===== src/rtl/enemy_fleet_ctrl.sv =====
// -----------------------------------------------------------------------------
// enemy_fleet_ctrl
// Moves a fleet of enemy columns across the screen. It steps the fleet
// horizontally once every FRAME_DIV frame ticks. When the outermost live column
// would leave the screen, the fleet drops one row and reverses direction.
// When the fleet would drop past the landing row, it lands instead.
//
// Ports
//   Clk               sole clock, rising edge
//   Reset_n           asynchronous active-low reset
//   frame_tick        one-Clk pulse per video frame
//   start             one-Clk pulse launching a wave (IDLE/LANDED only)
//   alive_cols        bit i high while column i has a live enemy
//   fleet_x, fleet_y  fleet origin for the sprite blocks
//   enemy_direction_X 0 = moving left, 1 = moving right
//   enemy_direction_Y one-Clk pulse on the cycle a drop is applied
//   fleet_landed      level, high while LANDED
//   fleet_cleared     one-Clk pulse when the wave is wiped out
//   busy              high in MOVE_RIGHT, MOVE_LEFT or DROP
// -----------------------------------------------------------------------------
module enemy_fleet_ctrl #(
   parameter int unsigned NUM_COLS  = 8,
   parameter int unsigned COL_PITCH = 60,
   parameter int unsigned ENEMY_W   = 50,
   parameter int unsigned START_X   = 20,
   parameter int unsigned START_Y   = 40,
   parameter int unsigned STEP_X    = 2,
   parameter int unsigned STEP_Y    = 16,
   parameter int unsigned FRAME_DIV = 4,
   parameter int unsigned X_MAX     = 639,
   parameter int unsigned Y_LIMIT   = 400
) (
   input  logic                Clk,
   input  logic                Reset_n,
   input  logic                frame_tick,
   input  logic                start,
   input  logic [NUM_COLS-1:0] alive_cols,
   output logic [9:0]          fleet_x,
   output logic [9:0]          fleet_y,
   output logic                enemy_direction_X,
   output logic                enemy_direction_Y,
   output logic                fleet_landed,
   output logic                fleet_cleared,
   output logic                busy
);

   localparam logic [2:0] S_IDLE       = 3'd0;
   localparam logic [2:0] S_MOVE_RIGHT = 3'd1;
   localparam logic [2:0] S_MOVE_LEFT  = 3'd2;
   localparam logic [2:0] S_DROP       = 3'd3;
   localparam logic [2:0] S_LANDED     = 3'd4;

   localparam logic [7:0]  DIV_LAST = 8'(FRAME_DIV - 1);
   localparam logic [10:0] W_M1     = 11'(ENEMY_W - 1);
   localparam logic [10:0] STEPX11  = 11'(STEP_X);
   localparam logic [10:0] STEPY11  = 11'(STEP_Y);
   localparam logic [10:0] XMAX11   = 11'(X_MAX);
   localparam logic [10:0] YLIM11   = 11'(Y_LIMIT);

   logic [2:0]  state;
   logic [7:0]  div;
   logic [10:0] l_off, r_off;
   logic [10:0] left_edge, right_edge;
   logic        move_tick, can_right, can_left, will_land, none_alive;

   // Offsets of the lowest (L) and highest (R) live columns from the origin.
   // The upward scan leaves R in r_off; the downward scan leaves L in l_off.
   always_comb begin
      l_off = '0;
      r_off = '0;
      for (int unsigned i = 0; i < NUM_COLS; i++)
         if (alive_cols[i]) r_off = 11'(i * COL_PITCH);
      for (int unsigned i = NUM_COLS; i > 0; i--)
         if (alive_cols[i-1]) l_off = 11'((i - 1) * COL_PITCH);
   end

   assign right_edge = {1'b0, fleet_x} + r_off + W_M1;
   assign left_edge  = {1'b0, fleet_x} + l_off;
   assign can_right  = (right_edge + STEPX11) <= XMAX11;
   assign can_left   = left_edge >= STEPX11;
   assign will_land  = ({1'b0, fleet_y} + STEPY11) >= YLIM11;
   assign move_tick  = frame_tick && (div == DIV_LAST);
   assign none_alive = (alive_cols == '0);

   always_ff @(posedge Clk or negedge Reset_n) begin
      if (!Reset_n) begin
         state             <= S_IDLE;
         div               <= '0;
         fleet_x           <= 10'(START_X);
         fleet_y           <= 10'(START_Y);
         enemy_direction_X <= 1'b1;
         enemy_direction_Y <= 1'b0;
         fleet_landed      <= 1'b0;
         fleet_cleared     <= 1'b0;
         busy              <= 1'b0;
      end else begin
         enemy_direction_Y <= 1'b0;
         fleet_cleared     <= 1'b0;
         case (state)
            S_IDLE, S_LANDED: begin
               // A coincident frame_tick is dropped: the divider restarts at 0.
               if (start) begin
                  state             <= S_MOVE_RIGHT;
                  div               <= '0;
                  fleet_x           <= 10'(START_X);
                  fleet_y           <= 10'(START_Y);
                  enemy_direction_X <= 1'b1;
                  fleet_landed      <= 1'b0;
                  busy              <= 1'b1;
               end
            end
            S_MOVE_RIGHT, S_MOVE_LEFT: begin
               if (none_alive) begin
                  state         <= S_IDLE;
                  busy          <= 1'b0;
                  fleet_cleared <= 1'b1;
               end else if (move_tick) begin
                  div <= '0;
                  if (state == S_MOVE_RIGHT) begin
                     if (can_right) fleet_x <= fleet_x + 10'(STEP_X);
                     else           state   <= S_DROP;
                  end else begin
                     if (can_left)  fleet_x <= fleet_x - 10'(STEP_X);
                     else           state   <= S_DROP;
                  end
               end else if (frame_tick) begin
                  div <= div + 8'd1;
               end
            end
            S_DROP: begin
               if (none_alive) begin
                  state         <= S_IDLE;
                  busy          <= 1'b0;
                  fleet_cleared <= 1'b1;
               end else if (will_land) begin
                  state        <= S_LANDED;
                  busy         <= 1'b0;
                  fleet_landed <= 1'b1;
               end else begin
                  fleet_y           <= fleet_y + 10'(STEP_Y);
                  enemy_direction_Y <= 1'b1;
                  enemy_direction_X <= ~enemy_direction_X;
                  state             <= enemy_direction_X ? S_MOVE_LEFT : S_MOVE_RIGHT;
               end
            end
            default: begin
               state <= S_IDLE;
               busy  <= 1'b0;
            end
         endcase
      end
   end

endmodule


===== config.mk =====
export PLATFORM = sky130hd
export DESIGN_NAME = enemy_fleet_ctrl
export DESIGN_NICKNAME = d
export VERILOG_FILES = /design/src/rtl/enemy_fleet_ctrl.sv
export SDC_FILE = /design/constraint.sdc
export NUM_CORES = 1
export LEC_CHECK = 0
export CAP_MARGIN = 30
export CORE_ASPECT_RATIO = 1.2
export CORE_UTILIZATION = 40
export CTS_CLUSTER_DIAMETER = 200
export DETAILED_ROUTE_END_ITERATION = 12
export PLACE_DENSITY_LB_ADDON = 0.25
export SYNTH_ARGS = -nofsm -noshare
export SYNTH_HDL_FRONTEND = slang
export SYNTH_SLANG_ARGS = --single-unit

===== constraint.sdc =====
create_clock -name Clk -period 3.2 [get_ports Clk]
set_input_delay 0.32 -clock Clk [delete_from_list [all_inputs] [get_ports Clk]]
set_output_delay 0.32 -clock Clk [all_outputs]
set_load 0.02 [all_outputs]

==> qor.yml, run 1 <==
leakage_nw: 1.77
grt_pass1_wl_mm: 11.9
place_area_um2: 3540
period_needed_ns: 3.20
synth-xor-area-share: 0.0372
tightestPinTransition_ns: 0.528
regToRegStartpoint: "fleet_x[4]$_DFFE_PN1P_"
final_area_um2: 3840
wirelength_mm: 7.29
ys_seq_elements: 32
async_flop_share: 1.00
seq_area_um2: 807
drv_slew: 0
fin_total_pwr_w: 0.00343
synth_top_area_frac: 0.239
netlist_area_um2: 2830
relSlewSlack: 0.648
cts_tree: "done"
htreeDepth: 2
fin_skew_ns: 0.00920
crit_type: "input pin to register"
worstPathRequired_ns: 3.41
routabilityCongestion: 0.865
nFillCells: 621
fin_util: 0.564
drc: 0
layout.nets: 452
hold_viol_final: 0
grt_usage: 0.205
critPathCaptureType: "register"
drt-initial-drc-count: 56
hold_buffers: 0
violations: "setup timing"
synth_top_family_by_area: "compound AO/OA/AOI/OAI gates"
syn_area_per_cell_um2: 8.78
drt.antenna.violating_nets: 0
clock.fmax_mhz: 312
synth_edf_count: 0
critPathLaunchType: "input pin"
power.density_nw_per_um2: 891
syn_inst: 322
antenna_found_initial: 0
start_util: 0.415
wire_per_inst_um: 14.8
cp-startpoint: "alive_cols[7]"
synthAdderAreaFrac: 0.167
vias_per_cell: 5.46
ctsRootBufferMaster: "clkbuf_8"
ff2ff_path_depth: 13
setup_ws_ns: -0.000600
multi_input_area_um2: 2040
irDropWorstVdd_v: 0.000450
antenna_cells: 0
drv_cap: 0
grt_max_degree: 33
port_buffers: 32
ios: 37
cts.sinks: 32
grt_pass1_vias: 2621
vias: 2686
dpl.hpwl_mm: 5.50
min_period_over_period: 1.00
clkLatencyLatePin_ns: 0.29
synth_top_area_cell: "dfrtp_1"
cts_buffers: 5
finalSetupTns_ns: -0.000600
areaGrowthSynthToFinish_pct: 36.0
grt_overflow_total: 0
die_h_um: 94.1
cts_buffer_depth: 2
path_max_fanout: 5
die_x_um: 78.7
ys_seq_area_frac: 0.286
synth_compound_area_frac: 0.254
synth.area.top_cells: "dfrtp_1 24%, ha_1 15%, dfstp_2 4.6%, o21ai_0 4.2%, nor2_1 4.0%"
hp-class: "input pin to async pin"
fp.dieArea_um2: 7410
yosys.area_share.simple: 0.187
synthMuxAreaShare: 0.0111
status: "finished, violations left"
cts.clk_slew.worst_paths_ns: 0.07
synth.distinct_cells: 66
drt_pass1_iterations: 4
rows: 33
yosysWarnings: 0
rsz0062_at_grt: "true"
core_area_um2: 6810
drive_above_1_share: 0.269
worstPathArrival_ns: 3.41
synthFlopType: "dfrtp_1"
setup_viol: 1
==> cells in the mapped netlist (5+ instances only) <==
master,number
a21o_1,8
a21oi_1,16
and3_1,5
dfrtp_1,27
dfstp_2,5
ha_1,33
inv_1,29
nand2_1,20
nand2b_1,7
nand3_1,9
nor2_1,30
nor3_1,5
o21ai_0,24
o2bb2ai_1,5
o31ai_1,6
xnor2_1,6
xor2_1,6
==> per-stage QoR <==
step,setup WS (ns),cells,hold slack (ns)
5_1_grt,-0.104,492,0.480
2_1_floorplan,0.0399,326,0.0244
6_report,-0.000600,492,0.424
4_1_cts,0.00258,489,0.432
3_3_place_gp,-0.610,479,0.469
3_5_place_dp,-0.701,479,0.468
==> worst paths after layout <==
kind	endpoint	slack, ns
worst min register to register	fleet_landed$_DFFE_PN0P_	0.48
worst max-delay path	fleet_x[3]$_DFFE_PN0P_	-0.0006
worst min-delay path	fleet_y[4]$_DFFE_PN0P_	0.42
min in group Clk	fleet_landed$_DFFE_PN0P_	0.48
max in group asynchronous	fleet_x[4]$_DFFE_PN1P_	2.45
worst max register to register	fleet_x[3]$_DFFE_PN0P_	0.08
==> final cells by class <==
type | instances | area share
clock inverter | 3 | 0.0111
inverter | 29 | 0.0296
sequential | 32 | 0.210
tap | 87 | 0.0283
multi-input combinational | 256 | 0.530
timing repair buffer | 80 | 0.173
clock buffer | 5 | 0.0179
==> report_power, final <==
group / switching [W] / internal (W)
combinational: 0.00129 / 0.00111
clock: 0.000157 / 0.000230
sequential: 0.000117 / 0.000521
==> per-layer routing <==
| layer | part of all wire | vias to the layer above | track usage |
|---|---|---|---|
| li1 | - | 1329 | - |
| met1 | 0.41 | 1282 | 0.234 |
| met2 | 0.53 | 61 | 0.390 |
| met3 | 0.033 | 14 | 0.0282 |
| met4 | 0.021 | 0 | 0.0586 |
| met5 | 0 | - | 0 |
==> flip-flops by register name, summed over array words and instances, names as in the netlist <==
| signal | flops |
|---|---|
| fleet_cleared | 1 |
| fleet_landed | 1 |
| state | 3 |
| fleet_x | 9 |
| fleet_y | 7 |
| div | 8 |
| enemy_direction_X | 1 |
| enemy_direction_Y | 1 |
| busy | 1 |
==> what timing repair did <==
action | CTS | global route
cloned | 0 | 0
buffers inserted | 2 | 3
resized for setup | 32 | 32
setup endpoints to repair | 12 | 12
pin swaps | 22 | 19
==> worst max-delay path, cell delays in order <==
cell and delay (ns):
clkbuf_2 0.16, nor4_4 0.33, nor2_1 0.08, ha_1 0.32
fa_2 0.40, a21o_1 0.21, a221oi_2 0.29, xnor2_1 0.18
a41oi_2 0.08, a32o_2 0.32, o21a_4 0.22, o21ai_4 0.22
buf_4 0.18, o2bb2ai_2 0.10
==> cell usage in the layout (no fill, tap or decap), types with 6 or more instances in the layout <==
master | Yosys | final
a21o_1 | 8 | 8
ha_1 | 33 | 30
xor2_1 | 6 | 6
o21ai_0 | 24 | 23
xnor2_1 | 6 | 6
inv_1 | 29 | 26
nor2_1 | 30 | 29
nand2b_1 | 7 | 7
nand2_1 | 20 | 20
buf_4 | 4 | 48
dfrtp_1 | 27 | 27
a21oi_1 | 16 | 15
clkdlybuf4s50_1 | 0 | 25
nand3_1 | 9 | 9
==> kinds of logic after synthesis <==
logic type	count (synthesis)
AOI/OAI and AO/OA	98
xor gates and xnor gates	12
adders and majority gates	36
buffers and inverters	38
DFF	32
muxes	3
other	1
and+or+nand+nor	102
Note: power is estimated with default switching activity, not from simulation.
==> run 2, diff against run 1 <==
--- a/config.mk
+++ b/config.mk
@@ -10,6 +10,7 @@
 export CORE_UTILIZATION = 40
 export CTS_CLUSTER_DIAMETER = 200
 export DETAILED_ROUTE_END_ITERATION = 12
+export HOLD_SLACK_MARGIN = 0.12
 export PLACE_DENSITY_LB_ADDON = 0.25
 export SYNTH_ARGS = -nofsm -noshare
 export SYNTH_HDL_FRONTEND = slang
==> constraint.sdc (replaced) <==
create_clock -name Clk -period 2.9 [get_ports Clk]
set_input_delay 0.29 -clock Clk [delete_from_list [all_inputs] [get_ports Clk]]
set_output_delay 0.29 -clock Clk [all_outputs]
set_load 0.02 [all_outputs]
==> run 2 against run 1 <==
The run still ends with setup timing left. Core utilization up 3.4 points. Clock power rose by 11%. Via count increased by 3.4%. Flip-flop and latch count did not move. Critical path type unchanged. Highest routed layer unchanged. Final area is 6.0% higher. Global-route usage rose by 1.5 points. Largest cell class unchanged. Power up 15%. Wire length is 4.1% higher. Die area did not move. Critical path depth rose by 2.
==> qor.yml, run 2 (synthesis results as in run 1) <==
cts_buffer_depth: 2  # unchanged
fin_util: 0.598  # +0.0336
grt_pass1_vias: 2756  # +5.2%
grt_max_degree: 33  # unchanged
drive_above_1_share: 0.321  # +0.0515
top_regs: "fleet_x (9), div (8), fleet_y (7)"
wirelength_mm: 7.58  # +4.1%
grt_pass1_wl_mm: 12.7  # +6.7%
place_area_um2: 3640  # +2.8%
ios: 37  # unchanged
regToRegStartpoint: "fleet_x[2]$_DFFE_PN1P_"
clkLatencyLatePin_ns: 0.29  # about the same
final_area_um2: 4070  # +6.0%
wire_per_inst_um: 14.9  # +0.79%
final_common_cell: "buf_4"
drv_slew: 0  # unchanged
critPathLaunchType: "input pin"
setup_viol: 12  # +11
final_cell_mix: "60 x buf_4, 28 x nor2_1, 28 x ha_1"
htreeDepth: 2  # unchanged
violations: "setup timing"
largest_reg_flops: 9  # unchanged
clock.fmax_mhz: 323
cts_tree: "done"
fin_skew_ns: 0.00628  # -0.00292 ns
cts.sinks: 32  # unchanged
die_x_um: 78.7  # unchanged
routabilityCongestion: 0.873  # +0.94%
path_max_fanout: 8  # +3
relSlewSlack: 0.664  # +0.0155
dpl.hpwl_mm: 5.65  # +2.6%
cts_buffers: 5  # unchanged
leakage_nw: 1.87  # +5.4%
hold_buffers: 0  # unchanged
status: "finished, violations left"
vias_per_cell: 5.46  # about the same
cts.clk_slew.worst_paths_ns: 0.07  # about the same
ctsRootBufferMaster: "clkbuf_8"
drv_cap: 0  # unchanged
core_area_um2: 6810  # unchanged
setup_ws_ns: -0.193  # -0.192 ns
vias: 2776  # +3.4%
irDropWorstVdd_v: 0.000497  # +10%
fp.dieArea_um2: 7410  # unchanged
die_h_um: 94.1  # unchanged
hp-class: "input pin to async pin"
hold_viol_final: 0  # unchanged
period_needed_ns: 3.09
drc: 0  # unchanged
largest_register: "fleet_x"
grt_overflow_total: 0  # unchanged
antenna_found_initial: 0  # unchanged
antenna_cells: 0  # unchanged
regToRegSetupSlack_ns: -0.08  # -0.16 ns
grt_usage: 0.220  # +0.0152
start_util: 0.415  # unchanged
min_period_over_period: 1.07
layout.nets: 468  # +3.5%
pre_cts_slack_ns: -0.971  # -0.270 ns
areaGrowthSynthToFinish_pct: 44.1
ff2ff_path_depth: 10  # -3
drt-initial-drc-count: 86  # +54%
rows: 33  # unchanged
critPathCaptureType: "register"
tightestPinTransition_ns: 0.499  # -0.0284 ns
worstPathRequired_ns: 3.14  # -0.27 ns
crit_type: "input pin to register"
rsz0062_at_grt: "true"
drt_pass1_iterations: 4  # unchanged
worstPathArrival_ns: 3.33  # -0.08 ns
r2r_end: "fleet_x[1]$_DFFE_PN0P_"
port_buffers: 32  # unchanged
drt.antenna.violating_nets: 0  # unchanged
power.density_nw_per_um2: 967  # +8.5%
-- run 2: cell count changes in the layout (fill, tap and decap cells not counted), moves of 4 or more --
cell	delta
o2bb2ai_1	+5
clkbuf_2	-4
buf_4	+12
buf_6	+4
o21ai_1	+5
o21ai_2	+4
o21ai_0	-10
o2bb2ai_2	-5
-- run 2: routing by layer --
| metal | track usage | part of all wire |
|---|---|---|
| met2 | 0.386 | 0.52 |
| met1 | 0.252 | 0.40 |
| met5 | 0 | 0 |
| met3 | 0.0408 | 0.040 |
| met4 | 0.114 | 0.038 |
-- run 2: worst max-delay path by stage --
stage               slack [ns]                endpoint  cells past startpoint     startpoint
finish                   -0.19  fleet_x[1]$_DFFE_PN0P_                     16  alive_cols[3]
global route             -0.33  fleet_x[6]$_DFFE_PN0P_                     17  alive_cols[3]
CTS                      -0.18  fleet_x[1]$_DFFE_PN0P_                     17  alive_cols[3]
detailed placement       -0.97  fleet_x[2]$_DFFE_PN1P_                     16  alive_cols[4]
global placement         -0.84  fleet_x[1]$_DFFE_PN0P_                     17  alive_cols[3]
floorplan                -0.01  fleet_x[3]$_DFFE_PN0P_                     14  alive_cols[1]
-- run 2: report_power, final --
group          total (W)  internal, W  switching, W
clock           0.000429     0.000254      0.000175
sequential      0.000690     0.000574      0.000115
combinational    0.00282      0.00135       0.00147
total            0.00394      0.00218       0.00176
-- run 2: what timing repair did --
| action | in CTS | in global routing |
|---|---|---|
| pin swaps | 29 | 18 |
| setup buffers | 11 | 4 |
| endpoints found under the setup margin | 12 | 25 |
| resized for setup | 54 | 37 |
-- run 2: area by class of cell --
type / instances / area [um^2]
fill: 571 / 2740
multi-input combinational: 256 / 2120
timing repair buffer: 96 / 811
sequential: 32 / 807
inverter: 29 / 116
tap: 87 / 109
clock buffer: 5 / 68.8
clock inverter: 3 / 42.5
-- run 2: worst max-delay path, cell delays in order --
cell and delay (ns):
buf_12 0.11, buf_4 0.14, nor4_4 0.29, nand2_1 0.13, inv_2 0.10, ha_4 0.21, inv_4 0.05, ha_4 0.20
a21o_1 0.21, a221oi_4 0.35, o21bai_1 0.13, nor4bb_1 0.15, a32o_2 0.25, o21a_4 0.24, o21ai_4 0.25, mux2_4 0.20
-- run 2: through the flow --
stage | power [W] | hold WS (ns) | cells | TNS [ns]
after detailed placement | 0.00318 | 0.468 | 485 | -10.73
after global routing | 0.00428 | 0.432 | 508 | -3.47
after global placement | 0.00313 | 0.466 | 485 | -9.33
final | 0.00394 | 0.388 | 508 | -1.66
after CTS | 0.00374 | 0.406 | 504 | -1.31
after floorplan | 0.00237 | -0.00559 | 326 | -0.0660
==> run 3, diff against run 2 <==
--- a/config.mk
+++ b/config.mk
@@ -12,6 +12,7 @@
 export DETAILED_ROUTE_END_ITERATION = 12
 export HOLD_SLACK_MARGIN = 0.12
 export PLACE_DENSITY_LB_ADDON = 0.25
+export SKIP_CTS_REPAIR_TIMING = 1
 export SYNTH_ARGS = -nofsm -noshare
 export SYNTH_HDL_FRONTEND = slang
 export SYNTH_SLANG_ARGS = --single-unit
==> run 3 against run 2 <==
The run still ends with setup timing left. Worst setup slack worse by 0.079 ns. Non-clock buffer count fell by 14. Critical path type unchanged. Critical path depth increased by 1. Fmax down 2.5%. Sequential share of layout area up 1.0 points. First-iteration DRC count up 1.2%. Core utilization fell by 3.0 points. Die area is the same. Global-route usage shrank 1.4 points. Highest routed layer unchanged. Largest power group unchanged. Sequential power barely moved. Final area is 4.9% lower. Hold slack gained 0.0036 ns.
==> qor.yml, run 3 (synthesis results as in run 1) <==
status: "finished, violations left"
violations: "setup timing"
die_h_um: 94.1  # unchanged
drv_cap: 0  # unchanged
clockPowerShare: 0.113  # +0.004
grt_util_met2: 0.362  # -0.0239
hold_viol_final: 0  # unchanged
vias: 2680  # -3.5%
finalNonFillerCells: 494  # -2.8%
dp.cells: 485  # unchanged
largest_register: "fleet_x"
grt_pass1_wl_mm: 11.9  # -6.4%
holdWs_ns: 0.391  # +0.00361 ns
use_met3: 0.0408  # unchanged
period_needed_ns: 3.17  # +0.0792 ns
drive_above_1_share: 0.280  # -0.0406
start_util: 0.415  # unchanged
clock.fmax_mhz: 315  # -2.5%
clkLatencyLatePin_ns: 0.29  # about the same
grt_pass1_vias: 2638  # -4.3%
cts.sinks: 32  # unchanged
routabilityCongestion: 0.873  # unchanged
met1_usage: 0.236  # -0.0157
leakage_nw: 1.79  # -4.1%
path_max_fanout: 8  # unchanged
sequentialPowerShare: 0.181  # +0.006
htreeDepth: 2  # unchanged
fp.dieArea_um2: 7410  # unchanged
port_buffers: 32  # unchanged
rows: 33  # unchanged
final_cell_mix: "49 x buf_4, 30 x ha_1, 28 x nor2_1"
cts_buffers: 5  # unchanged
hp-class: "input pin to async pin"
antenna_cells: 0  # unchanged
drt-initial-drc-count: 87  # +1.2%
core_area_um2: 6810  # unchanged
drt.antenna.violating_nets: 0  # unchanged
grt_usage: 0.206  # -0.0136
die_x_um: 78.7  # unchanged
swShare: 0.454  # +0.00627
ctsRootBufferMaster: "clkbuf_8"
drt_pass1_iterations: 4  # unchanged
place_area_um2: 3640  # unchanged
critPathCaptureType: "register"
areaGrowthSynthToFinish_pct: 37.0
cts_tree: "done"
power_switching_w: 0.00172  # -2.2%
fin_skew_ns: 0.00703  # +0.000749 ns
min_period_over_period: 1.09  # +0.0273
layout.nets: 454  # -3.0%
setup_ws_ns: -0.272  # -0.0792 ns
wirelength_mm: 7.25  # -4.4%
cts_buffer_depth: 2  # unchanged
p_int_w: 0.00207  # -4.7%
final_common_cell: "buf_4"
wire_per_inst_um: 14.7  # -1.7%
grt_max_degree: 33  # unchanged
vias_per_cell: 5.43  # -0.72%
p_comb_frac: 0.706  # -0.010
ios: 37  # unchanged
grt_overflow_total: 0  # unchanged
crit_type: "input pin to register"
worstPathArrival_ns: 3.41  # +0.08 ns
top_regs: "fleet_x (9), div (8), fleet_y (7)"
drv_slew: 0  # unchanged
drc: 0  # unchanged
top_usage_layer: "met2"
largest_reg_flops: 9  # unchanged
antenna_found_initial: 0  # unchanged
power.density_nw_per_um2: 981  # +1.4%
irDropWorstVdd_v: 0.000496  # about the same
dpl.hpwl_mm: 5.65  # unchanged
final_area_um2: 3870  # -4.9%
worstPathRequired_ns: 3.14  # about the same
critPathLaunchType: "input pin"
nFillCells: 602  # +5.4%
setup_viol: 10  # -2
cts.clk_slew.worst_paths_ns: 0.07  # about the same
rsz0062_at_grt: "true"
## run 3: cell count changes in the layout (fill, tap and decap cells not counted), moves of 3 or more
cell	delta
o2bb2ai_1	-4
buf_6	-4
o21ai_2	-4
clkbuf_2	+3
o21ai_0	+10
o2bb2ai_2	+4
ha_4	-3
o21ai_1	-5
buf_4	-11
## run 3: critical path: stages
cell and delay (ns):
clkbuf_4 0.14, a21oi_2 0.10, nor2_1 0.05, nor2_1 0.11, nor2_1 0.07, buf_4 0.15
buf_4 0.12, ha_1 0.27, ha_1 0.30, buf_4 0.17, a221oi_4 0.34, o21bai_1 0.14
nor4bb_1 0.16, a32o_1 0.24, o21a_4 0.24, o21ai_4 0.30, mux2_4 0.21
## run 3: through the flow
step | TNS [ns] | total power, W | utilization | worst slack [ns]
after CTS | -7.16 | 0.00362 | 0.551 | -0.672
after floorplan | -0.0660 | 0.00237 | - | -0.0132
after detailed placement | -10.73 | 0.00318 | 0.534 | -0.971
final | -2.03 | 0.00380 | 0.568 | -0.272
after global routing | -3.61 | 0.00414 | 0.568 | -0.405
after global placement | -9.33 | 0.00313 | 0.534 | -0.837
## run 3: power by group through the flow
stage                     Sequential, W  Combinational [W]  Clock (W)
after detailed placement       0.000696            0.00248          0
after global routing           0.000705            0.00297   0.000464
after floorplan                0.000797            0.00157          0
after CTS                      0.000689            0.00250   0.000439
after global placement         0.000697            0.00243          0
final                          0.000688            0.00268   0.000429
## run 3: path summary, 6_finish.rpt
kind | from | endpoint | slack [ns] | depth (start not counted)
setup / recovery | alive_cols[4] | fleet_x[1]$_DFFE_PN0P_ | -0.27 | 17
setup reg to reg | fleet_x[2]$_DFFE_PN1P_ | fleet_x[1]$_DFFE_PN0P_ | -0.20 | 10
hold / removal | Reset_n | fleet_y[4]$_DFFE_PN0P_ | 0.39 | 2
max in group asynchronous | Reset_n | fleet_x[2]$_DFFE_PN1P_ | 2.18 | 2
hold reg to reg | fleet_landed$_DFFE_PN0P_ | fleet_landed$_DFFE_PN0P_ | 0.49 | 1
min in group Clk | fleet_landed$_DFFE_PN0P_ | fleet_landed$_DFFE_PN0P_ | 0.49 | 1
## run 3: layer usage
metal	routed length, um	vias up
li1	-	1334
met1	3100	1271
met2	3690	56
met3	257	19
met4	201	0
met5	0	-
## run 3: final cells by class
| cell class | count | area [um^2] | area share |
|---|---|---|---|
| Clock buffer | 5 | 68.8 | 0.0178 |
| Clock inverter | 3 | 42.5 | 0.0110 |
| Inverter | 29 | 109 | 0.0281 |
| Multi-Input combinational cell | 256 | 2050 | 0.530 |
| Sequential cell | 32 | 807 | 0.208 |
| Tap cell | 87 | 109 | 0.0281 |
| Timing Repair Buffer | 82 | 684 | 0.177 |
